==> src/rtl/spi_mstr_param_if.sv <==
`default_nettype none
// +--------------------------------------------------------------------+
// | spi_mstr_param_if : control-side bus of the parametrised SPI master |
// | Rev 1.0                                                            |
// +--------------------------------------------------------------------+
interface spi_mstr_param_if #(
   parameter int WIDTH  = 16,
   parameter int NUM_SS = 2
);
   localparam int LEN_W = $clog2(WIDTH + 1);
   localparam int SS_W  = (NUM_SS > 1) ? $clog2(NUM_SS) : 1;

   logic             wrt;
   logic [WIDTH-1:0] cmd;
   logic [LEN_W-1:0] len;
   logic [SS_W-1:0]  ss_sel;
   logic             busy;
   logic             done;
   logic [WIDTH-1:0] rd_data;

   modport master (output wrt, cmd, len, ss_sel, input  busy, done, rd_data);
   modport slave  (input  wrt, cmd, len, ss_sel, output busy, done, rd_data);
endinterface
`default_nettype wire

==> src/rtl/spi_mstr_param.sv <==
`default_nettype none
// +--------------------------------------------------------------------+
// | spi_mstr_param : mode-3 SPI master, variable length and slave sel   |
// | Rev 1.0                                                            |
// +--------------------------------------------------------------------+
module spi_mstr_param #(
   parameter int WIDTH    = 16,
   parameter int DIV_BITS = 5,
   parameter int NUM_SS   = 2
) (
   input  logic               clk,
   input  logic               rst_n,
   spi_mstr_param_if.slave    bus,
   input  logic               MISO,
   output logic               SCLK,
   output logic               MOSI,
   output logic [NUM_SS-1:0]  SS_n
);
   localparam int LEN_W = $clog2(WIDTH + 1);

   localparam logic [DIV_BITS-1:0] c_preset =
      DIV_BITS'((1 << (DIV_BITS - 1)) + (1 << (DIV_BITS - 2)) - 1);
   localparam logic [DIV_BITS-1:0] c_sample = DIV_BITS'((1 << (DIV_BITS - 1)) - 1);
   localparam logic [DIV_BITS-1:0] c_shift  = '1;
   localparam logic [LEN_W-1:0]    c_width  = LEN_W'(WIDTH);

   typedef enum logic [1:0] {
      S_IDLE        = 2'd0,
      S_SAMPLE_WAIT = 2'd1,
      S_SHIFT_WAIT  = 2'd2,
      S_FINAL       = 2'd3
   } state_t;

   state_t              state_q,  state_d;
   logic [DIV_BITS-1:0] div_q,    div_d;
   logic [WIDTH-1:0]    shreg_q,  shreg_d;
   logic [WIDTH-1:0]    mask_q,   mask_d;
   logic [LEN_W-1:0]    len_q,    len_d;
   logic [LEN_W-1:0]    cnt_q,    cnt_d;
   logic                miso_q,   miso_d;
   logic [NUM_SS-1:0]   ss_n_q,   ss_n_d;
   logic                busy_q,   busy_d;
   logic                done_q,   done_d;

   logic [LEN_W-1:0]    w_len_eff;

   always_comb begin
      w_len_eff = (bus.len == '0 || bus.len > c_width) ? c_width : bus.len;

      state_d = state_q;
      div_d   = div_q;
      shreg_d = shreg_q;
      mask_d  = mask_q;
      len_d   = len_q;
      cnt_d   = cnt_q;
      miso_d  = miso_q;
      ss_n_d  = ss_n_q;
      busy_d  = busy_q;
      done_d  = done_q;

      case (state_q)
         S_IDLE: begin
            // Holding div at the preset gives the front porch before the first fall.
            div_d = c_preset;
            if (bus.wrt) begin
               len_d   = w_len_eff;
               shreg_d = bus.cmd << (c_width - w_len_eff);
               for (int i = 0; i < WIDTH; i++) begin
                  mask_d[i] = (i < int'(w_len_eff));
               end
               for (int i = 0; i < NUM_SS; i++) begin
                  ss_n_d[i] = (int'(bus.ss_sel) != i);
               end
               cnt_d   = '0;
               done_d  = 1'b0;
               busy_d  = 1'b1;
               state_d = S_SAMPLE_WAIT;
            end
         end

         S_SAMPLE_WAIT: begin
            div_d = div_q + 1'b1;
            if (div_q == c_sample) begin
               miso_d  = MISO;
               state_d = (cnt_q == len_q - 1'b1) ? S_FINAL : S_SHIFT_WAIT;
            end
         end

         S_SHIFT_WAIT: begin
            div_d = div_q + 1'b1;
            if (div_q == c_shift) begin
               shreg_d = {shreg_q[WIDTH-2:0], miso_q};
               cnt_d   = cnt_q + 1'b1;
               state_d = S_SAMPLE_WAIT;
            end
         end

         S_FINAL: begin
            div_d = div_q + 1'b1;
            if (div_q == c_shift) begin
               // Re-presetting instead of wrapping keeps SCLK high: no trailing fall.
               shreg_d = {shreg_q[WIDTH-2:0], miso_q};
               div_d   = c_preset;
               done_d  = 1'b1;
               busy_d  = 1'b0;
               ss_n_d  = '1;
               state_d = S_IDLE;
            end
         end

         default: state_d = S_IDLE;
      endcase
   end

   always_ff @(posedge clk or negedge rst_n) begin
      if (!rst_n) begin
         state_q <= S_IDLE;
         div_q   <= c_preset;
         shreg_q <= '0;
         mask_q  <= '0;
         len_q   <= '0;
         cnt_q   <= '0;
         miso_q  <= 1'b0;
         ss_n_q  <= '1;
         busy_q  <= 1'b0;
         done_q  <= 1'b0;
      end else begin
         state_q <= state_d;
         div_q   <= div_d;
         shreg_q <= shreg_d;
         mask_q  <= mask_d;
         len_q   <= len_d;
         cnt_q   <= cnt_d;
         miso_q  <= miso_d;
         ss_n_q  <= ss_n_d;
         busy_q  <= busy_d;
         done_q  <= done_d;
      end
   end

   assign SCLK        = div_q[DIV_BITS-1];
   assign MOSI        = shreg_q[WIDTH-1];
   assign SS_n        = ss_n_q;
   assign bus.busy    = busy_q;
   assign bus.done    = done_q;
   assign bus.rd_data = shreg_q & mask_q;

endmodule
`default_nettype wire

==> src/flat_wrapper.sv <==
// flat-port wrapper written by rule: the top's interface ports become plain ports
module spi_mstr_param_flat 
#(
   parameter int WIDTH    = 16,
   parameter int DIV_BITS = 5,
   parameter int NUM_SS   = 2
)
  (clk, rst_n, MISO, SCLK, MOSI, SS_n, bus_wrt, bus_cmd, bus_len, bus_ss_sel, bus_busy, bus_done, bus_rd_data);
  spi_mstr_param_if #(.WIDTH(WIDTH), .NUM_SS(NUM_SS)) bus_i ();
  input  logic clk;
  input  logic rst_n;
  input  logic MISO;
  output logic SCLK;
  output logic MOSI;
  output logic [NUM_SS-1:0] SS_n;
  input wire logic [$bits(bus_i.wrt)-1:0] bus_wrt;
  input wire logic [$bits(bus_i.cmd)-1:0] bus_cmd;
  input wire logic [$bits(bus_i.len)-1:0] bus_len;
  input wire logic [$bits(bus_i.ss_sel)-1:0] bus_ss_sel;
  output wire logic [$bits(bus_i.busy)-1:0] bus_busy;
  output wire logic [$bits(bus_i.done)-1:0] bus_done;
  output wire logic [$bits(bus_i.rd_data)-1:0] bus_rd_data;
  assign bus_i.wrt = bus_wrt;
  assign bus_i.cmd = bus_cmd;
  assign bus_i.len = bus_len;
  assign bus_i.ss_sel = bus_ss_sel;
  assign bus_busy = bus_i.busy;
  assign bus_done = bus_i.done;
  assign bus_rd_data = bus_i.rd_data;
  spi_mstr_param #(.WIDTH(WIDTH), .DIV_BITS(DIV_BITS), .NUM_SS(NUM_SS)) u_core (.clk(clk), .rst_n(rst_n), .bus(bus_i), .MISO(MISO), .SCLK(SCLK), .MOSI(MOSI), .SS_n(SS_n));
endmodule
==> config.mk <==
export PLATFORM = sky130hd
export DESIGN_NAME = spi_mstr_param_flat
export DESIGN_NICKNAME = d
export VERILOG_FILES = /design/src/rtl/spi_mstr_param_if.sv /design/src/rtl/spi_mstr_param.sv /design/src/flat_wrapper.sv
export SDC_FILE = /design/constraint.sdc
export NUM_CORES = 1
export LEC_CHECK = 0
export ABC_AREA = 1
export BUFFER_PORTS_ARGS = -buffer_cell sky130_fd_sc_hd__buf_4
export CAP_MARGIN = 15
export CELL_PAD_IN_SITES_DETAIL_PLACEMENT = 1
export CELL_PAD_IN_SITES_GLOBAL_PLACEMENT = 2
export CORE_ASPECT_RATIO = 2
export CORE_MARGIN = 3
export CORE_UTILIZATION = 33
export CTS_CLUSTER_DIAMETER = 200
export DETAILED_ROUTE_END_ITERATION = 7
export PLACE_DENSITY_LB_ADDON = 0.1
export SLEW_MARGIN = 20
export SYNTH_ARGS = -nofsm -noshare
export SYNTH_HDL_FRONTEND = slang
export SYNTH_SLANG_ARGS = --single-unit
==> constraint.sdc <==
create_clock -name clk -period 2.9 [get_ports clk]
set_clock_uncertainty 0.2 [all_clocks]
set_input_delay 0.145 -clock clk [delete_from_list [all_inputs] [get_ports clk]]
set_output_delay 0.145 -clock clk [all_outputs]
set_load 0.02 [all_outputs]
==> metrics.md, run 1 <==
| Metric | Value |
|---|---|
| Outcome | finished, final reports clean |
| First drt pass iteration count | 4 |
| Gp weighted congestion | 0.813 |
| Leak | 2.30 nW |
| DP Cell Count | 669 |
| Sw Ratio | 27.3% |
| Worst path depth | 17 |
| Vias per inst | 5.09 |
| Critical Path Start Type | input port |
| First-pass GRT wire length | 19.3 mm |
| Filler cells | 1348 |
| Maximum clock frequency | 372 MHz |
| Detailed Place HPWL | 9.50 mm |
| Htree depth | 2 |
| Syn Inst Count | 494 |
| Max incr delay on CP | 540 ps |
| Final non-filler cell total | 683 |
| Post-route DRC | 0 |
| Number of port buffers | 47 |
| FF+latch count, synth | 53 |
| RSZ-0062 raised after global routing | false |
| Number of global-route vias before repair | 3887 |
| NetSw | 0.443 mW |
| Crit path required time | 2890 ps |
| Endpoints failing hold | 0 |
| Cell Chain, Critical Path | dlygate4sd3_1 -> buf_4 -> nor2_1 -> nand3_1 -> ha_1 -> inv_1 -> nand2_4 -> ha_4 -> inv_1 -> buf_6 -> nand3_1 -> nand3_1 -> nand2_1 -> nand2_1 -> nand3_1 -> nand2_1 -> inv_1 |
| Maximum number of pins on one net before global-route repair | 54 |
| Slew @ Worst Pin | 690 ps |
| Final Critical Period | 2690 ps |
| RR Endpoint | u_core.shreg_q[8] |
| Post-synthesis sequential area ratio | 37.2% |
| Final wirelength | 11.5 mm |
| Mapped Area | 3590 µm² |
| TritonCTS buffer count | 5 |
| Initial antenna violation count | 0 |
| Total gr overflow | 0 |
| WL/cell | 16.9 µm |
| Die Span Y | 153 µm |
| 1st-iter DRT viols | 107 |
| Clk slew on worst S/H paths | 70 ps |
| All-Layer GR Usage | 20.3% |
| Final slew viol count | 0 |
| Worst Path Buf+Inv | 6 |
| Comb power frac | 16.6% |
| Ys Warns | 0 |
| Setup crit end | u_core.shreg_q[15] |
| Worst-Skew Late Latency | 290 ps |
| Post-route ant nets | 0 |
| CP endpoint kind | flop |
| Ports | 48 |
| Crit path kind | in2reg |
| CP top delay family | buffers and inverters |
| Power per cell area | 378 nW/µm² |
| Reg power frac | 45.6% |
| Synthesis-to-finish area growth | 19.7% |
| Core area | 10500 µm² |
| Register Area | 1330 µm² |
| Maximum capacitance violations | 0 |
| CP most frequent cell | nand3_1 |
| Rows | 53 |
| Syn Area/Cell | 7.26 µm² |
| Register-to-Register Setup Slack | 360 ps |
| P_int | 1.18 mW |
| CP max-delay cell | dlygate4sd3_1 |
| Worst EP arrival | 2680 ps |
| DIE AREA | 12200 µm² |
| Clock power share | 37.8% |
| Period utilization | 92.7% |
| Reg2reg path depth | 10 |
| Leading cell type in the layout, fill and taps excluded | nand2_1 |
| Num Clock Sinks | 53 |
| Power, Total | 1.62 mW |
| Worst Setup SP | bus_len[1] |
| Starting density of the core | 34.0% |
| Die X | 79.7 µm |
| Max Buffers Root-to-Sink | 2 |
| Final nets | 584 |
| Crit-path max FO | 16 |
| Clock tree from TritonCTS | built |
| Hold/Removal Path Class | in2reg |
| Sum Neg Setup Slack | 0 ps |
| Distinct cells, synth | 39 |
| R2r startpoint | u_core.div_q[0] |
| Vias | 3474 |
| Most frequent cells in the layout | nand2_1, nand3_1, inv_1 |
| Slew margin rel. | 54.0% |
| Clock Root Buffer | clkbuf_16 |
| Multi-input gate area | 1910 µm² |
| Layout cells sized above 1 | 17.9% |
| Mapped Nets | 533 |
| Worst vdd ir | 0.000209 V |
| ANT cells | 0 |
| Final setup vio count | 0 |
[stage by stage]
step / utilization [%] / hold WS (ps) / setup WS, ps / area [µm²]
2_1_floorplan: - / -351 / 417 / 3590
3_3_place_gp: 38.5 / 39.2 / 325 / 4060
3_5_place_dp: 38.5 / 42.3 / 253 / 4060
4_1_cts: 40.3 / 159 / 56.6 / 4250
5_1_grt: 40.7 / 215 / 38.0 / 4290
6_report: 40.7 / 142 / 213 / 4290
[state kept, by name (all words and copies together) (netlist names)]
register         cells
u_core.div_q         5
u_core.bus.done      1
u_core.mask_q       16
u_core.SS_n          2
u_core.state_q       2
u_core.bus.busy      1
u_core.len_q         4
u_core.cnt_q         5
u_core.shreg_q      16
u_core.miso_q        1
[kinds of logic (layout without fill, tap and decap cells)]
kind of cell / Yosys count / in the layout / share of synthesized area, %
compound gates: 71 / 71 / 11.6
xor+xnor: 7 / 7 / 1.71
simple gates: 268 / 268 / 35.0
buf+inv: 82 / 134 / 9.98
fa+ha+maj: 13 / 13 / 4.53
flops: 53 / 53 / 37.2
[cell type report]
cell class,instances,share of cell area [%]
clock buffer,8,3.41
inverter,66,5.83
multi-input combinational,359,44.6
sequential,53,31.1
tap,137,3.99
timing repair buffer,60,11.2
[timing repair]
action                                  4_1_cts  5_1_grt
hold endpoints to repair                     52        0
hold buffers                                  5        0
endpoints found under the setup margin        0       16
buffers inserted                              0        1
resized for setup                             0        3
[metal layers]
layer  track usage (%)  share of wire, %  vias up
li1                  -                 -     1705
met1              19.4                33     1698
met2              41.2                61       50
met3              1.42               1.8       21
met4              9.51               3.6        0
met5                 0                 0        -
[power groups by stage]
stage | logic, mW | clock network, mW | registers (mW)
finish | 0.270 | 0.613 | 0.740
global route | 0.305 | 0.656 | 0.740
CTS | 0.269 | 0.631 | 0.740
detailed placement | 0.263 | 0 | 0.754
global placement | 0.262 | 0 | 0.754
floorplan | 0.164 | 0 | 0.754
[worst min path at each step]
stage / startpoint / endpoint / slack [ps] / depth (start not counted)
2_1_floorplan: rst_n / u_core.bus.busy / -350 / 0
3_3_place_gp: rst_n / u_core.cnt_q[4] / 40 / 1
3_5_place_dp: rst_n / u_core.cnt_q[4] / 40 / 1
4_1_cts: bus_len[4] / u_core.mask_q[11] / 160 / 4
5_1_grt: bus_len[4] / u_core.mask_q[11] / 210 / 4
6_report: bus_len[4] / u_core.mask_q[11] / 140 / 4
[synthesized netlist by cell type, drive strengths merged]
| cell | number | area [µm²] |
|---|---|---|
| o211ai | 2 | 15.0 |
| nand3b | 1 | 7.51 |
| nor2 | 32 | 143 |
| xor2 | 1 | 8.76 |
| nand2 | 133 | 546 |
| o22a | 1 | 8.76 |
| nand4 | 2 | 12.5 |
| clkbuf | 5 | 20.0 |
| dfrtp | 47 | 1180 |
| xnor2 | 6 | 52.6 |
| a2bb2oi | 9 | 78.8 |
| nand3 | 86 | 463 |
| ha | 13 | 163 |
| or2 | 8 | 50.1 |
| dfstp | 6 | 158 |
| a21boi | 2 | 15.0 |
| nor3b | 2 | 15.0 |
| inv | 66 | 250 |
| a21oi | 35 | 175 |
| buf | 11 | 87.6 |
| nor3 | 4 | 20.0 |
| a31oi | 3 | 18.8 |
| o21ai | 16 | 80.1 |
| o221ai | 1 | 8.76 |
| o21a | 2 | 15.0 |
[worst min-delay path, cell delays in order]
cell     delay [ps]
buf_4           120
nor2_4           60
a31oi_1         210
nand2_1          70
Power figures use the tool's default switching activity.
==> run 2: changes to the inputs <==
==> constraint.sdc (replaced) <==
create_clock -name clk -period 2.9 [get_ports clk]
set_clock_uncertainty 0.2 [all_clocks]
set_input_delay 0.58 -clock clk [delete_from_list [all_inputs] [get_ports clk]]
set_output_delay 0.58 -clock clk [all_outputs]
set_load 0.02 [all_outputs]
==> metrics.md, run 2 (same netlist as run 1, synthesis figures left out) <==
| Metric | Value |
|---|---|
| Outcome | finished, final reports clean |
| Maximum clock frequency | 387 MHz (+4.1%) |
| Clock power share | 38.1% (+0.3 points) |
| Hold/Removal Path Class | in2async |
| All-Layer GR Usage | 19.9% (-0.48 points) |
| Reg power frac | 45.5% (about the same) |
| DIE AREA | 12200 µm² (unchanged) |
| P_int | 1.18 mW (+0.11%) |
| Setup WS post-layout | 318 ps (+105 ps) |
| Endpoints failing hold | 0 (unchanged) |
| Post-CTS Hold Buffers | 0 (-5) |
| Die X | 79.7 µm (unchanged) |
| Top flop regs | u_core.mask_q x16, u_core.shreg_q x16 |
| Power per cell area | 379 nW/µm² (+0.26%) |
| Num Clock Sinks | 53 (unchanged) |
| Final nets | 588 (+0.68%) |
| RSZ-0062 raised after global routing | false |
| ANT cells | 0 (unchanged) |
| NetSw | 0.446 mW (+0.66%) |
| Layout cells sized above 1 | 19.5% (+1.5 points) |
| Clock Root Buffer | clkbuf_16 |
| Post-CTS Setup Bufs | 0 (unchanged) |
| Number of global-route vias before repair | 3810 (-2.0%) |
| Max Buffers Root-to-Sink | 2 (unchanged) |
| First drt pass iteration count | 6 (+2) |
| Util after Layout | 40.7% (unchanged) |
| Worst-Skew Late Latency | 300 ps (about the same) |
| Register-to-Register Setup Slack | 370 ps (about the same) |
| Clock tree from TritonCTS | built |
| Final setup vio count | 0 (unchanged) |
| Leading cell type in the layout, fill and taps excluded | nand2_1 |
| Resized Gates After CTS | 0 (unchanged) |
| Vias per inst | 5.00 (-1.8%) |
| 1st-iter DRT viols | 119 (+11%) |
| Critical Path Start Type | input port |
| Power, Total | 1.63 mW (+0.26%) |
| Crit path kind | in2reg |
| CP endpoint kind | flop |
| RR Endpoint | u_core.shreg_q[8] |
| Slew margin rel. | 53.6% (-0.39 points) |
| Post-route DRC | 0 (unchanged) |
| Worst Setup SP | bus_len[1] |
| Final Critical Period | 2580 ps (-105 ps) |
| Vias | 3432 (-1.2%) |
| R2r startpoint | u_core.div_q[0] |
| Period utilization | 89.0% (-3.6 points) |
| Slew @ Worst Pin | 696 ps (+5.84 ps) |
| Final wirelength | 11.2 mm (-2.9%) |
| Final slew viol count | 0 (unchanged) |
| Post-route ant nets | 0 (unchanged) |
| Starting density of the core | 34.0% (unchanged) |
| Maximum number of pins on one net before global-route repair | 54 (unchanged) |
| Worst vdd ir | 0.000210 V (+0.56%) |
| Number of port buffers | 47 (unchanged) |
| Htree depth | 2 (unchanged) |
| DP Worst Slack | -12.2 ps (-265 ps) |
| WL/cell | 16.3 µm (-3.4%) |
| Core area | 10500 µm² (unchanged) |
| Clk slew on worst S/H paths | 70 ps (about the same) |
| Die Span Y | 153 µm (unchanged) |
| Crit-path max FO | 16 (unchanged) |
| Comb power frac | 16.4% (-0.2 points) |
| Total gr overflow | 0 (unchanged) |
| Setup crit end | u_core.shreg_q[15] |
| TritonCTS buffer count | 5 (unchanged) |
| Leak | 2.32 nW (+0.78%) |
| Sum Neg Setup Slack | 0 ps (unchanged) |
| Maximum capacitance violations | 0 (unchanged) |
| First-pass GRT wire length | 19.1 mm (-1.4%) |
| Worst EP arrival | 2570 ps (-110 ps) |
| Sw Ratio | 27.4% (+0.11 points) |
| Detailed Place HPWL | 9.32 mm (-1.9%) |
| Initial antenna violation count | 0 (unchanged) |
| Crit path required time | 2890 ps (about the same) |
| Reg2reg path depth | 10 (unchanged) |
| Gp weighted congestion | 0.846 (+4.1%) |
| Ports | 48 (unchanged) |
| Most frequent cells in the layout | nand2_1, nand3_1, buf_4 |
| Synthesis-to-finish area growth | 19.7% (unchanged) |
| Rows | 53 (unchanged) |
==> run 2: changes by cell type in the layout (fill, tap and decap cells not counted) <==
cell	change
dlygate4sd3_1	-5
buf_6	-1
nand2_2	+1
ha_1	+1
ha_4	-1
clkinvlp_4	+1
nand2_4	-1
buf_4	+10
clkbuf_1	-1
==> run 2: critical path, cell delays in order <==
cell     delay, ps
buf_4          110
nor2_1          90
nand3_1         80
ha_1           310
inv_1          130
nand2_4         60
ha_1           330
inv_1          110
buf_12         150
nand3_1        110
nand3_1        140
nand2_1         90
nand2_1         90
nand3_1         80
nand2_1         60
inv_1           30
==> run 2: worst min path at each step <==
stage,start,cells past startpoint,endpoint
2_1_floorplan,rst_n,0,u_core.bus.busy
3_3_place_gp,u_core.mask_q[11],2,u_core.mask_q[11]
3_5_place_dp,u_core.mask_q[2],2,u_core.mask_q[2]
4_1_cts,rst_n,1,u_core.cnt_q[4]
5_1_grt,rst_n,1,u_core.cnt_q[4]
6_report,rst_n,1,u_core.cnt_q[4]
==> run 2: metrics by stage <==
stage / instances / cell area (µm²) / hold slack [ps]
finish: 687 / 4290 / 108
global placement: 679 / 4140 / 265
global route: 687 / 4290 / 178
detailed placement: 679 / 4140 / 278
CTS: 687 / 4290 / 158
floorplan: 494 / 3590 / 84.4
==> run 2: power groups by stage <==
stage / Sequential [mW] / Clock (mW) / Combinational (mW)
after floorplan: 0.754 / 0 / 0.165
after detailed placement: 0.754 / 0 / 0.274
after global placement: 0.754 / 0 / 0.271
after global routing: 0.740 / 0.655 / 0.304
after CTS: 0.740 / 0.633 / 0.274
final: 0.740 / 0.620 / 0.267
==> run 2: final cells by class <==
cell class / instances / area, µm²
flip-flops and latches: 53 / 1330
inverters: 66 / 250
fillers: 1338 / 6250
clock inverters: 1 / 7.51
well taps: 137 / 171
repair buffers: 64 / 493
clock buffers: 7 / 143
multi-input cells: 359 / 1900
==> run 2: per-layer routing <==
layer | GRT usage [%] | wire, µm
met1 | 20.0 | 3770
met2 | 40.6 | 6940
met3 | 1.30 | 193
met4 | 6.56 | 279
met5 | 0 | 0
==> run 3: changes to the inputs <==
--- a/config.mk
+++ b/config.mk
@@ -14,7 +14,9 @@
 export CORE_MARGIN = 3
 export CORE_UTILIZATION = 33
 export CTS_CLUSTER_DIAMETER = 200
+export CTS_CLUSTER_SIZE = 20
 export DETAILED_ROUTE_END_ITERATION = 7
+export GPL_TIMING_DRIVEN = 0
 export PLACE_DENSITY_LB_ADDON = 0.1
 export SLEW_MARGIN = 20
 export SYNTH_ARGS = -nofsm -noshare
==> metrics.md, run 3 (same netlist as run 1, synthesis figures left out) <==
| Metric | Value |
|---|---|
| Worst Path Buf+Inv | 6 (+1) |
| Top flop regs | u_core.mask_q x16, u_core.shreg_q x16 |
| RR Endpoint | u_core.cnt_q[4] |
| R2r startpoint | u_core.div_q[0] |
| Rows | 53 (unchanged) |
| WL/cell | 17.1 µm (+4.9%) |
| Worst EP arrival | 2720 ps (+150 ps) |
| Post-route DRC | 0 (unchanged) |
| Endpoints failing hold | 0 (unchanged) |
| Ports | 48 (unchanged) |
| Crit path required time | 2890 ps (about the same) |
| DP Cell Count | 677 (-0.29%) |
| First drt pass iteration count | 4 (-2) |
| Post-CTS Hold Buffers | 0 (unchanged) |
| Final setup vio count | 0 (unchanged) |
| Maximum number of pins on one net before global-route repair | 54 (unchanged) |
| Max Buffers Root-to-Sink | 2 (unchanged) |
| Layout cells sized above 1 | 19.0% (-0.44 points) |
| Worst-Skew Late Latency | 300 ps (about the same) |
| Outcome | finished, final reports clean |
| ANT cells | 0 (unchanged) |
| Crit-path max FO | 10 (-6) |
| Synthesis-to-finish area growth | 20.0% |
| Hold/Removal Path Class | in2async |
| Final non-filler cell total | 684 (-0.44%) |
| Slew @ Worst Pin | 703 ps (+6.51 ps) |
| Number of port buffers | 46 (-2.1%) |
| TritonCTS buffer count | 5 (unchanged) |
| Worst vdd ir | 0.000227 V (+8.1%) |
| Final nets | 585 (-0.51%) |
| Slew margin rel. | 52.7% (-0.93 points) |
| Vias per inst | 5.06 (+1.3%) |
| Reg2reg path depth | 11 (+1) |
| Most frequent cells in the layout | nand2_1, nand3_1, inv_1 |
| Gp weighted congestion | 0.872 (+3.1%) |
| 1st-iter DRT viols | 141 (+18%) |
| Post-route ant nets | 0 (unchanged) |
| All-Layer GR Usage | 20.5% (+0.62 points) |
| First-pass GRT wire length | 19.1 mm (+0.11%) |
| Setup WS post-layout | 173 ps (-145 ps) |
| Critical Path Start Type | input port |
| Crit path kind | in2reg |
| Sum Neg Setup Slack | 0 ps (unchanged) |
| Total gr overflow | 0 (unchanged) |
| DP Worst Slack | -753 ps (-741 ps) |
| CP max-delay cell | ha_4 |
| Register-to-Register Setup Slack | 450 ps (+80 ps) |
| Leak | 2.31 nW (-0.48%) |
| Clk slew on worst S/H paths | 70 ps (about the same) |
| Htree depth | 2 (unchanged) |
| Die X | 79.7 µm (unchanged) |
| Clock Root Buffer | clkbuf_16 |
| Detailed Place HPWL | 9.81 mm (+5.3%) |
| Initial antenna violation count | 0 (unchanged) |
| Vias | 3461 (+0.84%) |
| DIE AREA | 12200 µm² (unchanged) |
| Starting density of the core | 34.0% (unchanged) |
| Leading cell type in the layout, fill and taps excluded | nand2_1 |
| CP endpoint kind | flop |
| Number of global-route vias before repair | 3728 (-2.2%) |
| Die Span Y | 153 µm (unchanged) |
| Final slew viol count | 0 (unchanged) |
| RSZ-0062 raised after global routing | false |
| Power per cell area | 402 nW/µm² (+6.0%) |
| Period utilization | 94.0% (+5.0 points) |
| CP top delay family | buffers and inverters |
| Max incr delay on CP | 350 ps (+20 ps) |
| Num Clock Sinks | 53 (unchanged) |
| Clock tree from TritonCTS | built |
| Cell Chain, Critical Path | buf_4 -> inv_6 -> buf_6 -> ha_1 -> inv_1 -> nand2_4 -> ha_4 -> clkbuf_4 -> nand3_1 -> nand3_1 -> nand2_1 -> nand2_1 -> nand3_1 -> nand2_1 -> inv_1 |
| Final wirelength | 11.7 mm (+4.4%) |
| Core area | 10500 µm² (unchanged) |
| Maximum clock frequency | 367 MHz (-5.3%) |
| Final Critical Period | 2730 ps (+145 ps) |
| Maximum capacitance violations | 0 (unchanged) |
run 3: changes by cell type in the layout (fill, tap and decap cells not counted), sizes merged:
cell    delta
clkbuf     +3
buf        -7
bufinv     +1
run 3: routing by layer:
metal	wire, µm	part of all wire [%]	track usage [%]	up-vias
met5	0	0	0	-
met4	444	3.8	9.26	0
met3	193	1.7	1.30	23
met2	7170	61	42.1	55
met1	3870	33	19.3	1678
li1	-	-	-	1705
run 3: worst reg2reg max path: stages, from the launching register on:
cell and delay (ps):
dfstp_2 550, ha_1 180, nand2_1 80, nor2_1 180, ha_1 230, inv_1 90
nand2_1 60, nand3b_1 170, nor3_1 260, nand2_1 130, nand2_1 70, nor3b_1 160
run 3: power by group:
group / internal [mW] / switching [mW] / total (mW)
sequential: 0.740 / 0.000412 / 0.740
clock: 0.431 / 0.281 / 0.712
combinational: 0.0957 / 0.181 / 0.277
run 3: area by class of cell:
type                    instances  area, µm²
well taps                     137        171
plain buffers                  15        116
clock buffers                   6        139
inverters                      66        253
repair buffers                 46        345
multi-input cells             359       1910
flip-flops and latches         53       1330
clock inverters                 2       37.5
fillers                      1312       6240
run 3: metrics by stage:
step | instance area (µm²) | utilization (%) | total power [mW] | hold WS [ps]
global route | 4300 | 40.8 | 1.81 | 180
detailed placement | 4110 | 38.9 | 1.03 | 266
floorplan | 3590 | - | 0.919 | 84.4
finish | 4300 | 40.8 | 1.73 | 116
CTS | 4300 | 40.8 | 1.75 | 160
global placement | 4110 | 38.9 | 1.02 | 266
run 3: worst max path at each step:
stage	from	end	slack [ps]	cells after the start
after CTS	bus_len[4]	u_core.shreg_q[15]	80	15
after detailed placement	bus_len[4]	u_core.shreg_q[14]	-750	17
final	bus_len[4]	u_core.shreg_q[15]	170	15
after floorplan	bus_len[0]	u_core.shreg_q[15]	5	17
after global placement	bus_len[4]	u_core.shreg_q[10]	-730	17
after global routing	bus_len[0]	u_core.shreg_q[14]	10	16
run 3: what timing repair did:
action / 4_1_cts / 5_1_grt
setup buffers: 0 / 0
gates resized for setup: 6 / 2
endpoints found under the setup margin: 15 / 4
